File: config.mk
export PLATFORM = sky130hd
export DESIGN_NAME = midi_parser
export DESIGN_NICKNAME = d
export VERILOG_FILES = /design/src/rtl/midi_parser.sv
export SDC_FILE = /design/constraint.sdc
export NUM_CORES = 1
export LEC_CHECK = 0
export CAP_MARGIN = 40
export CORE_MARGIN = 5
export CORE_UTILIZATION = 56
export CTS_BUF_LIST = sky130_fd_sc_hd__clkbuf_8
export DETAILED_ROUTE_END_ITERATION = 6
export PLACE_DENSITY = 0.87
export SLEW_MARGIN = 20
export SYNTH_ARGS = -nofsm -noshare
export SYNTH_HDL_FRONTEND = slang
export SYNTH_SLANG_ARGS = --single-unit
export TNS_END_PERCENT = 20
File: constraint.sdc
create_clock -name i_clk -period 2.05 [get_ports i_clk]
set_input_delay 0.3075 -clock i_clk [delete_from_list [all_inputs] [get_ports i_clk]]
set_output_delay 0.3075 -clock i_clk [all_outputs]
set_load 0.1 [all_outputs]
File: src/rtl/midi_parser.sv
// MIDI channel-voice parser: status/running-status tracking, channel filter, registered message outputs.
// Build option: define MIDI_PARSER_RUNNING_STATUS_EN to keep the status latched after each message.
module midi_parser #(
  parameter int Channel = 0,
  parameter bit Omni    = 1'b0
) (
  input  logic       i_clk,
  input  logic       i_rst,
  input  logic       i_ready,
  input  logic [7:0] i_data_byte,
  output logic       o_valid,
  output logic [1:0] o_msg_type,
  output logic [3:0] o_channel,
  output logic [6:0] o_data1,
  output logic [6:0] o_data2
);

  typedef enum logic [1:0] {IDLE, DATA1, DATA2} state_t;

  localparam logic [3:0] ChanSel = 4'(Channel);

  state_t     state_q, state_d;
  logic [3:0] stype_q, stype_d;
  logic [3:0] schan_q, schan_d;
  logic [6:0] data1_q, data1_d;
  logic       valid_q, valid_d;
  logic [1:0] type_q, type_d;
  logic [3:0] chan_q, chan_d;
  logic [6:0] d1_q, d1_d;
  logic [6:0] d2_q, d2_d;

  logic       one_byte_msg;
  logic       emit_type;
  logic       chan_ok;
  state_t     after_msg;

  always_comb begin
    one_byte_msg = (stype_q == 4'hC) || (stype_q == 4'hD);
    emit_type    = (stype_q == 4'h8) || (stype_q == 4'h9) ||
                   (stype_q == 4'hB) || (stype_q == 4'hE);
    chan_ok      = Omni || (schan_q == ChanSel);
`ifdef MIDI_PARSER_RUNNING_STATUS_EN
    after_msg    = DATA1;
`else
    after_msg    = IDLE;
`endif
  end

  always_comb begin
    state_d = state_q;
    stype_d = stype_q;
    schan_d = schan_q;
    data1_d = data1_q;
    valid_d = 1'b0;
    type_d  = type_q;
    chan_d  = chan_q;
    d1_d    = d1_q;
    d2_d    = d2_q;

    if (i_ready) begin
      if (i_data_byte >= 8'hF8) begin
        state_d = state_q;
      end else if (i_data_byte >= 8'hF0) begin
        state_d = IDLE;
      end else if (i_data_byte[7]) begin
        stype_d = i_data_byte[7:4];
        schan_d = i_data_byte[3:0];
        data1_d = 7'd0;
        state_d = DATA1;
      end else begin
        case (state_q)
          DATA1: begin
            data1_d = i_data_byte[6:0];
            state_d = one_byte_msg ? after_msg : DATA2;
          end
          DATA2: begin
            state_d = after_msg;
            // Filtered or non-emitted messages still complete here to keep byte alignment.
            if (emit_type && chan_ok) begin
              valid_d = 1'b1;
              chan_d  = schan_q;
              d1_d    = data1_q;
              d2_d    = i_data_byte[6:0];
              case (stype_q)
                4'h8:    type_d = 2'd0;
                4'h9:    type_d = (i_data_byte[6:0] == 7'd0) ? 2'd0 : 2'd1;
                4'hB:    type_d = 2'd2;
                default: type_d = 2'd3;
              endcase
            end
          end
          default: state_d = IDLE;
        endcase
      end
    end
  end

  always_ff @(posedge i_clk) begin
    if (i_rst) begin
      state_q <= IDLE;
      stype_q <= 4'd0;
      schan_q <= 4'd0;
      data1_q <= 7'd0;
      valid_q <= 1'b0;
      type_q  <= 2'd0;
      chan_q  <= 4'd0;
      d1_q    <= 7'd0;
      d2_q    <= 7'd0;
    end else begin
      state_q <= state_d;
      stype_q <= stype_d;
      schan_q <= schan_d;
      data1_q <= data1_d;
      valid_q <= valid_d;
      type_q  <= type_d;
      chan_q  <= chan_d;
      d1_q    <= d1_d;
      d2_q    <= d2_d;
    end
  end

  assign o_valid    = valid_q;
  assign o_msg_type = type_q;
  assign o_channel  = chan_q;
  assign o_data1    = d1_q;
  assign o_data2    = d2_q;

endmodule

# After elaboration in Yosys (flattened, before gate mapping)

Index checks and enable logic that the tools add are counted.

Bits in latches: 0
Flip-flop bits (word level): 38
Memories kept: 0
Word-level logic and storage cells: 46
Input bits: 11
Output and inout port bits: 21
Bits in read-only memories: 0
Memory bits (writable): 0

Divide/modulo/power cells: 0
Shift-type cells: 0
Reduce and logical (&&, ||, !) cells: 13
Multiply operators: 0
Bitwise operators: 5
Add/sub/neg operators: 0
Equal/unequal tests: 8
Order comparisons: 2
Mux-type cells: 9

Operators with widths:

| operator                                             | count |
|---|---|
| equality test 4 bit (second input constant)          | 6 |
| >= comparator 8 bit (second input constant)          | 2 |
| 2-to-1 mux 7 bit                                     | 2 |
| 2-to-1 mux 2 bit                                     | 4 |
| AND reduction 4 bit                                  | 2 |
| logical NOT 7 bit                                    | 1 |
| one-hot mux 2 bit (3 select lines)                   | 1 |
| AND reduction 6 bit                                  | 1 |
| OR reduction 6 bit                                   | 1 |
| NOT 1 bit                                            | 5 |
| logical NOT 4 bit                                    | 1 |
| logical OR 1 bit                                     | 4 |
| equality test 2 x 1 -> 1 bit (second input constant) | 1 |
| equality test 2 bit (second input constant)          | 1 |
| 2-to-1 mux 1 bit                                     | 2 |
| AND reduction 2 bit                                  | 1 |
| nonzero test 2 bit                                   | 1 |
| logical AND 1 bit                                    | 1 |

# Logic depth before layout (Yosys ltp)

Depth after elaboration: 6
Mapped depth: 6
Gate-level depth less buffers: 4

# Least setup slack after synthesis

OpenSTA, ideal clock, no wires.

Kind: flip-flop to flip-flop
Start point: reg, netlist name o_msg_type[1]
End point: reg type_q[1] (netlist: o_msg_type[1])
Stages on the path, launching flop included: 3
Data arrival time: 1.277 ns
Slack: 0.684 ns
Setup time: 0.088 ns
Buffers on the path: 0
Clock period less this slack: 1.366 ns
Cell sequence: dfxtp_1 -> a21oi_1 -> a311oi_2

RTL lines:

| what                   | line | RTL |
|---|---|---|
| end signal: assignment | 115  | `type_q <= type_d;` |
| end: declaration       | 27   | `logic [1:0] type_q, type_d;` |

# Worst setup path after layout

Start point: in i_data_byte[4]
End point: reg type_q[0] (netlist: o_msg_type[0])

Word-level cells in the longest chain between the ends: 3

Ends and longest elaborated chain:

| what                                                                                              | line | RTL |
|---|---|---|
| start: declaration                                                                                | 10   | `input logic [7:0] i_data_byte,` |
| >= comparator 8 bit (tied with other cells)                                                       | 63   | `end else if (i_data_byte >= 8'hF0) begin` |
| NOT 1 bit (no source line) / 2-to-1 mux 1 bit (equally long branches)                             | --   |  |
| AND reduction 6 bit (no source line) / one-hot mux 2 bit (3 select lines) (equally long branches) | --   |  |

Several ways; a longest one is shown, not always the timed one.
A chain may end at the register's enable or synchronous reset.

==> out/metrics.yaml <==
outcome:
  outcome: "completed"
global_routing:
  grt_max_degree: 27
  track_usage: 0.210
  grt_overflow: 0
  grt_pass1_vias: 1244
  grt_first_pass_wirelength_um: 5750
  antenna_found_initial: 0
sta:
  post-route-min-period_ns: 1.61
  relSlewSlack: 0.683
  worst_slew_pin_slew_ns: 0.474
  drv_slew: 0
  hold_viol: 0
  clock.fmax_mhz: 621
  fin_skew_ns: 0.00726
  worst_slack_ns: 0.440
  rsz0062_at_grt: "false"
  finalSetupTns_ns: 0
  finalCritPeriodShare: 0.785
  setup_violations: 0
synth:
  yosysMostFrequentCell: "dfxtp_1"
  ys_top_cells_by_count: "38 x dfxtp_1, 16 x a21oi_1, 16 x nand3_1, 15 x o21ai_0, 14 x nor2_1"
  synth_area_leaders: "dfxtp_1 50%, a21oi_1 5.3%, nand3_1 5.3%"
  yosys_warnings: 0
  ys_seq_area_frac: 0.503
  synth.avg_cell_area_um2: 9.76
  post-synth-top-area-cell: "dfxtp_1"
  ys.flop_type: "dfxtp_1"
  ys_ff_latch: 38
  yosysTopAreaCellShare: 0.503
  synth.distinct_cells: 39
  synth.cell_area_um2: 1510
  syn_inst: 155
  syn-num-nets: 166
  synth_edf_count: 0
  synthArstFlopShare: 0
route:
  wl_per_cell_um: 15.0
  drc_errors: 0
  ant_nets: 0
  drt_iter0_drc: 38
  avgViaCountPerCell: 5.80
  routed_wl_um: 3380
  vias: 1305
  drt_first_pass_iters: 4
critical_path:
  cp-endpoint: "o_msg_type[0]"
  r2r_setup_slack_ns: 0.52
  reg2reg_depth: 5
  critPathCaptureType: "flop"
  regToRegEndpoint: "o_msg_type[1]"
  path_class: "in2reg"
  cp-start-kind: "primary input"
  critPathMaxFanout: 5
  required_ns: 2.24
  critPathArrivalTime_ns: 1.80
  crit_start: "i_data_byte[4]"
  rr_startpoint: "stype_q[1]"
clock_tree:
  cts.sinks: 38
  clkTransAtPathRegs_ns: 0.07
  cts_inserted_buffers: 5
  root_buffer: "clkbuf_8"
  cts_hold_buf: 0
  post_cts_resized: 0
  cts_tree: "done"
  htreeDepth: 2
  clock_latency_ns: 0.29
  clk_path_buf_depth: 2
  cts_setup_buffers: 0
layout:
  final_cell_area_um2: 1900
  n_antenna_cell: 0
  layout.cells.non_filler: 225
  area_delta_synth_final_pct: 25.8
  n_fill_cell: 195
  nets: 205
  drive_gt1_frac: 0.251
run:
  drv_cap: 0
power_and_ir_drop:
  vdd.ir_drop.worst_uv: 777
  power_density_nw_per_um2: 737
  cellLeakagePower_nw: 0.742
place:
  pre_cts_ws_ns: 0.106
  portBuffers: 31
  gp_congestion: 0.916
  dpl_cell_area_um2: 1800
  dp_hpwl_um: 2560
  dpl.cell_count: 216
floorplan:
  initial_core_util: 0.600
  rows: 18
  core_um2: 2520
  fp.dieArea_um2: 3840
  top_level_ports: 32
  fp.dieH_um: 62.0
  die_w_um: 62.0
min_path:
  min_from: "o_channel[0]"
  min_path_type: "reg2reg"
-- metal layers --
| metal | GRT usage | vias to the layer above | part of all wire |
|---|---|---|---|
| li1 | - | 634 | - |
| met1 | 0.241 | 621 | 0.41 |
| met2 | 0.367 | 43 | 0.50 |
| met3 | 0.0640 | 7 | 0.070 |
| met4 | 0.0727 | 0 | 0.013 |
| met5 | 0 | - | 0 |
-- cells by family after synthesis --
family                 count (synthesis)  synth area share
AO/OA/AOI/OAI                         44             0.185
XOR/XNOR                               2            0.0165
buffers and inverters                 11            0.0546
flip-flops                            38             0.503
multiplexers                           7            0.0471
AND/OR/NAND/NOR                       53             0.194
-- critical path, stage by stage --
cell and delay [ns]:
clkdlybuf4s50_1 0.50, or4_1 0.53, o211ai_1 0.21, a41oi_1 0.14
o21a_1 0.12
-- power by group --
part / total (W) / switching [W] / internal [W] / leakage, nW
clock network: 0.000512 / 0.000247 / 0.000266 / 0.0524
logic: 0.000130 / 0.0000728 / 0.0000573 / 0.383
registers: 0.000760 / 0.00000981 / 0.000750 / 0.307
-- worst min-delay path by stage --
stage,endpoint,slack [ns],cells past startpoint
2_1_floorplan,data1_q[0],0.43,1
3_3_place_gp,o_data1[6],0.46,2
3_5_place_dp,o_data1[2],0.47,2
4_1_cts,o_data1[2],0.48,2
5_1_grt,o_channel[0],0.50,1
6_report,o_channel[0],0.48,1
-- through the flow --
stage                      util  total power, W  hold slack, ns
after CTS                 0.751         0.00141           0.479
after floorplan               -        0.000851           0.433
final                     0.754         0.00140           0.477
after detailed placement  0.715        0.000902           0.466
after global routing      0.754         0.00146           0.500
after global placement    0.715        0.000897           0.461
-- cells in the final DEF, fill, tap and decap left out, drive strengths merged, types with 3 or more instances in the layout --
master         count
dfxtp             38
clkbuf             7
nand3             17
nor3               3
clkdlybuf4s50     10
nor3b              4
a21oi             17
nor2              14
buf               31
nand2              6
mux2i              6
a22o               7
o21ai             15
-- flip-flops by register name (all words and copies together) (netlist names) --
name and flops:
data1_q 7, o_channel 4, o_data1 7, o_data2 7
o_msg_type 2, o_valid 1, schan_q 4, state_q 2
stype_q 4
-- final cells by class --
type / instances / area, um^2 / share of cell area
inverter: 1 / 3.75 / 0.00197
clock inverter: 2 / 8.76 / 0.00460
clock buffer: 6 / 82.6 / 0.0434
multi-input combinational: 106 / 669 / 0.352
tap: 30 / 37.5 / 0.0197
sequential: 38 / 761 / 0.400
timing repair buffer: 42 / 340 / 0.179
No activity file was read; power rests on OpenSTA's default activity.
==> edit 1 (same settings) <==
`Omni`: 1'b0 -> 1'b1.
--- a/src/rtl/midi_parser.sv
+++ b/src/rtl/midi_parser.sv
@@ -2,7 +2,7 @@
 // Build option: define MIDI_PARSER_RUNNING_STATUS_EN to keep the status latched after each message.
 module midi_parser #(
   parameter int Channel = 0,
-  parameter bit Omni    = 1'b0
+  parameter bit Omni    = 1'b1
 ) (
   input  logic       i_clk,
   input  logic       i_rst,
Behaviour: not the same (a bounded check fails within 4 cycles, from zero or initial values and one cycle with i_rst high).
==> edit 1 against the unedited design <==
  * Sequential share of layout area shrank 0.65 points
  * Area after synthesis grew 1.6%
  * Die area grew 1.3%
  * Power grew 9.0%
  * Sequential cell count is the same
  * Final area grew 1.6%
  * Final cell count grew 2.2%
  * Worst setup slack lost 0.18 ns
  * Global-route usage shrank 1.6 points
  * Count of clock-buffer cells in the layout is the same
  * Sequential power is essentially flat
  * Wire length grew 5.7%
  * Maximum frequency shrank 10%
  * Critical path type is now flop to flop
  * Largest power group unchanged
==> edit 1: results (changes against the unedited design) <==
{| class="wikitable"
! Metric !! Value
|-
| Post-placement cell count || 223 (was 216)
|-
| Post-synth net total || 180 (was 166)
|-
| Nets || 210 (was 205)
|-
| Met3 global-route usage || 0.07194 (was 0.06405)
|-
| Gate count of the mapped netlist || 169 (was 155)
|-
| Critical Path Max Stage Delay || 0.58 ns (was 0.53 ns)
|-
| Critical path endpoint || o_data2[3] (was o_msg_type[0])
|-
| Placer's final routability congestion estimate || 0.8173 (was 0.9158)
|-
| Status || finished clean (unchanged)
|-
| Reg-to-reg slack, setup || 0.26 ns (was 0.52 ns)
|-
| Worst slack after detailed placement || 0.08784 ns (was 0.1061 ns)
|-
| Transition at the pin with the smallest max-transition slack || 0.7187 ns (was 0.4741 ns)
|-
| Max Clock Freq || 0.5578 GHz (was 0.6210 GHz)
|-
| Met1 routed wirelength after detailed routing || 1474 µm (was 1401 µm)
|-
| HPWL reported at the end of detailed placement || 2421 µm (was 2560 µm)
|-
| Leakage power summed over all cells || 0.7026 nW (was 0.7425 nW)
|-
| Total via count after detailed routing || 1326 (was 1305)
|-
| Signal arrival time at the worst endpoint || 2.02 ns (was 1.80 ns)
|-
| Top post-synthesis cells by count || sky130_fd_sc_hd__dfxtp_1, sky130_fd_sc_hd__a21oi_1, sky130_fd_sc_hd__nand3_1, sky130_fd_sc_hd__nor2_1, sky130_fd_sc_hd__o21ai_0 (was sky130_fd_sc_hd__dfxtp_1, sky130_fd_sc_hd__a21oi_1, sky130_fd_sc_hd__nand3_1)
|-
| Met1 routing resource usage after global routing || 0.2165 (was 0.2407)
|-
| Distinct cell type count after synthesis || 30 (was 39)
|-
| Worst Hold Endpoint || o_data1[3] (was o_channel[0])
|-
| Fraction of synthesized area in multiplexers || 0.03909 (was 0.04715)
|-
| Cell at the slowest stage of the critical path || sky130_fd_sc_hd__xnor2_1 (was sky130_fd_sc_hd__or4_1)
|-
| Wire length on met3 || 208 µm (was 237 µm)
|-
| Total length of routed wires || 3575 µm (was 3381 µm)
|-
| Critical path startpoint || stype_q[0] (was i_data_byte[4])
|-
| Worst IR Drop VDD || 0.7568 mV (was 0.7772 mV)
|-
| Iteration-0 DRC count of the detailed router || 79 (was 38)
|-
| Worst Skew || 0.006127 ns (was 0.007261 ns)
|-
| Proportion of synthesized chip area in sequential cells || 0.4951 (was 0.5029)
|-
| Total met2 wirelength after detailed routing || 1839 µm (was 1697 µm)
|-
| Startpoint of the tightest hold check path || data1_q[3] (was o_channel[0])
|-
| Largest net degree at the start of global routing || 39 (was 27)
|-
| Synth Area in XOR/XNOR || 0.02362 (was 0.01654)
|}
edit 1: layout make-up:
| cell class | count | area (µm²) |
|---|---|---|
| fillers | 201 | 752.0 |
| well taps | 31 | 38.79 |
| clock buffers | 6 | 82.58 |
| flip-flops and latches | 38 | 760.7 |
| multi-input cells | 118 | 714.4 |
| clock inverters | 1 | 30.03 |
| repair buffers | 36 | 307.8 |
edit 1: critical path, delay by kind of cell, from the launching register on:
family | cells | cell delay (ns)
AO/OA/AOI/OAI | 1 | 0.15
flip-flops | 1 | 0.35
XOR/XNOR | 1 | 0.58
buffers and inverters | 1 | 0.31
AND/OR/NAND/NOR | 2 | 0.32
edit 1: power groups by stage:
stage	clock [mW]	sequential, mW	combinational, mW
6_report	0.642	0.763	0.124
5_1_grt	0.683	0.764	0.135
4_1_cts	0.643	0.763	0.123
3_5_place_dp	0	0.780	0.122
3_3_place_gp	0	0.779	0.119
2_1_floorplan	0	0.774	0.0783
==> edit 2 (same flow settings) <==
Made on the original files. Encoding of `state_t`: now one-hot (3 bits for 3 states).
--- a/src/rtl/midi_parser.sv
+++ b/src/rtl/midi_parser.sv
@@ -15,7 +15,7 @@
   output logic [6:0] o_data2
 );
 
-  typedef enum logic [1:0] {IDLE, DATA1, DATA2} state_t;
+  typedef enum logic [2:0] {IDLE = 3'b001, DATA1 = 3'b010, DATA2 = 3'b100} state_t;
 
   localparam logic [3:0] ChanSel = 4'(Channel);
 
Formal check against the unedited RTL: same outputs for any inputs over 4 cycles, from zero or initial values and one cycle with i_rst high; so few cycles prove little.
==> edit 2 against the unedited design <==
  * First-iteration DRC count increased by 18%
  * Wire length increased by 8.6%
  * Power down 2.1%
  * Sequential share of layout area rose by 0.44 points
  * Area after synthesis increased by 3.1%
  * Final area increased by 1.5%
  * Sequential cell count grew 1
  * Final cell count grew 6.7%
  * Worst setup slack lost 0.0033 ns
  * Critical path depth up 1
==> edit 2: results (changes against the unedited design) <==
{| class="wikitable"
! Metric !! Value
|-
| Layout overhead on the synthesized area || 23.92% (was 25.81%)
|-
| Total length of routed wires || 3671 µm (was 3381 µm)
|-
| #MultiIn Comb || 125 (was 106)
|-
| Complex-gate fraction of the synthesized area || 0.1669 (was 0.1853)
|-
| Sequential fraction of total cell area || 0.4041 (was 0.3997)
|-
| Placer's final routability congestion estimate || 0.8645 (was 0.9158)
|-
| Distinct cell type count after synthesis || 31 (was 39)
|-
| Status || finished clean (unchanged)
|-
| Fraction of area in multi-input gates || 0.3627 (was 0.3517)
|-
| Fraction of synthesized area in multiplexers || 0 (was 0.04715)
|-
| Iteration-0 DRC count of the detailed router || 45 (was 38)
|-
| Global-route wire length before repair || 5996 µm (was 5754 µm)
|-
| Portion of total power attributed to sequential cells || 0.568 (was 0.542)
|-
| Worst Skew || 0.004301 ns (was 0.007261 ns)
|-
| Net switching power || 327.1 µW (was 329.2 µW)
|-
| Worst IR Drop VDD || 0.6866 mV (was 0.7772 mV)
|-
| Post-placement cell count || 232 (was 216)
|-
| Top post-synthesis cells by count || sky130_fd_sc_hd__dfxtp_1, sky130_fd_sc_hd__a21oi_1, sky130_fd_sc_hd__nand3_1 (unchanged)
|-
| Synth Area in XOR/XNOR || 0.02087 (was 0.01654)
|-
| Largest net degree at the start of global routing || 40 (was 27)
|-
| Sequential cell count || 39 (was 38)
|-
| Minimum hold slack || 0.4632 ns (was 0.4768 ns)
|-
| Post-synth net total || 188 (was 166)
|-
| Nets || 219 (was 205)
|-
| Worst-path fanout max || 7 (was 5)
|-
| Proportion of synthesized chip area in sequential cells || 0.5008 (was 0.5029)
|-
| Count of buffers not belonging to the clock network in the layout || 37 (was 42)
|-
| Leakage power summed over all cells || 0.7129 nW (was 0.7425 nW)
|-
| Via-to-Cell Ratio || 5.788 (was 5.800)
|-
| Clock network power share || 0.351 (was 0.365)
|-
| Transition at the pin with the smallest max-transition slack || 0.6515 ns (was 0.4741 ns)
|-
| Area post-placement || 1848 µm² (was 1804 µm²)
|-
| Cell at the slowest stage of the critical path || sky130_fd_sc_hd__clkdlybuf4s50_1 (was sky130_fd_sc_hd__or4_1)
|-
| Post-detailed-route wirelength per cell || 15.30 µm (was 15.03 µm)
|-
| NonClk Buf Share || 0.1697 (was 0.1788)
|-
| Via count of the first global-routing pass || 1386 (was 1244)
|-
| Fraction of final layout cells sized beyond drive strength 1 || 0.1962 (was 0.2513)
|-
| Non-Clock Inverter Count || 0 (was 1)
|-
| Gate count of the mapped netlist || 177 (was 155)
|-
| Core region area || 2710 µm² (was 2522 µm²)
|-
| Synth top area cells || sky130_fd_sc_hd__dfxtp_1, sky130_fd_sc_hd__a21oi_1, sky130_fd_sc_hd__nand3_1 (unchanged)
|-
| Signal arrival time at the worst endpoint || 1.78 ns (was 1.80 ns)
|}
[edit 2: through the flow]
step | setup slack (ns) | total power [mW]
floorplan | 0.7013 | 0.8568
global placement | 0.2344 | 0.9015
detailed placement | 0.1436 | 0.9062
CTS | 0.4510 | 1.383
global route | 0.3309 | 1.436
finish | 0.4365 | 1.373
[edit 2: path summary, 6_finish.rpt]
path / startpoint / endpoint / cells past startpoint
worst max register to register: stype_q[0] / o_channel[2] / 4
worst min register to register: schan_q[3] / schan_q[3] / 2
worst max-delay path: i_data_byte[7] / o_channel[2] / 6
worst min-delay path: schan_q[3] / schan_q[3] / 2
[edit 2: routing by layer]
metal / up-vias / share of wire / track usage / wire (µm)
li1: 686 / - / - / -
met1: 654 / 0.41 / 0.1953 / 1514
met5: - / 0 / 0 / 0
met4: 0 / 0.021 / 0.09814 / 76
met3: 7 / 0.058 / 0.05216 / 214
met2: 42 / 0.51 / 0.3420 / 1865
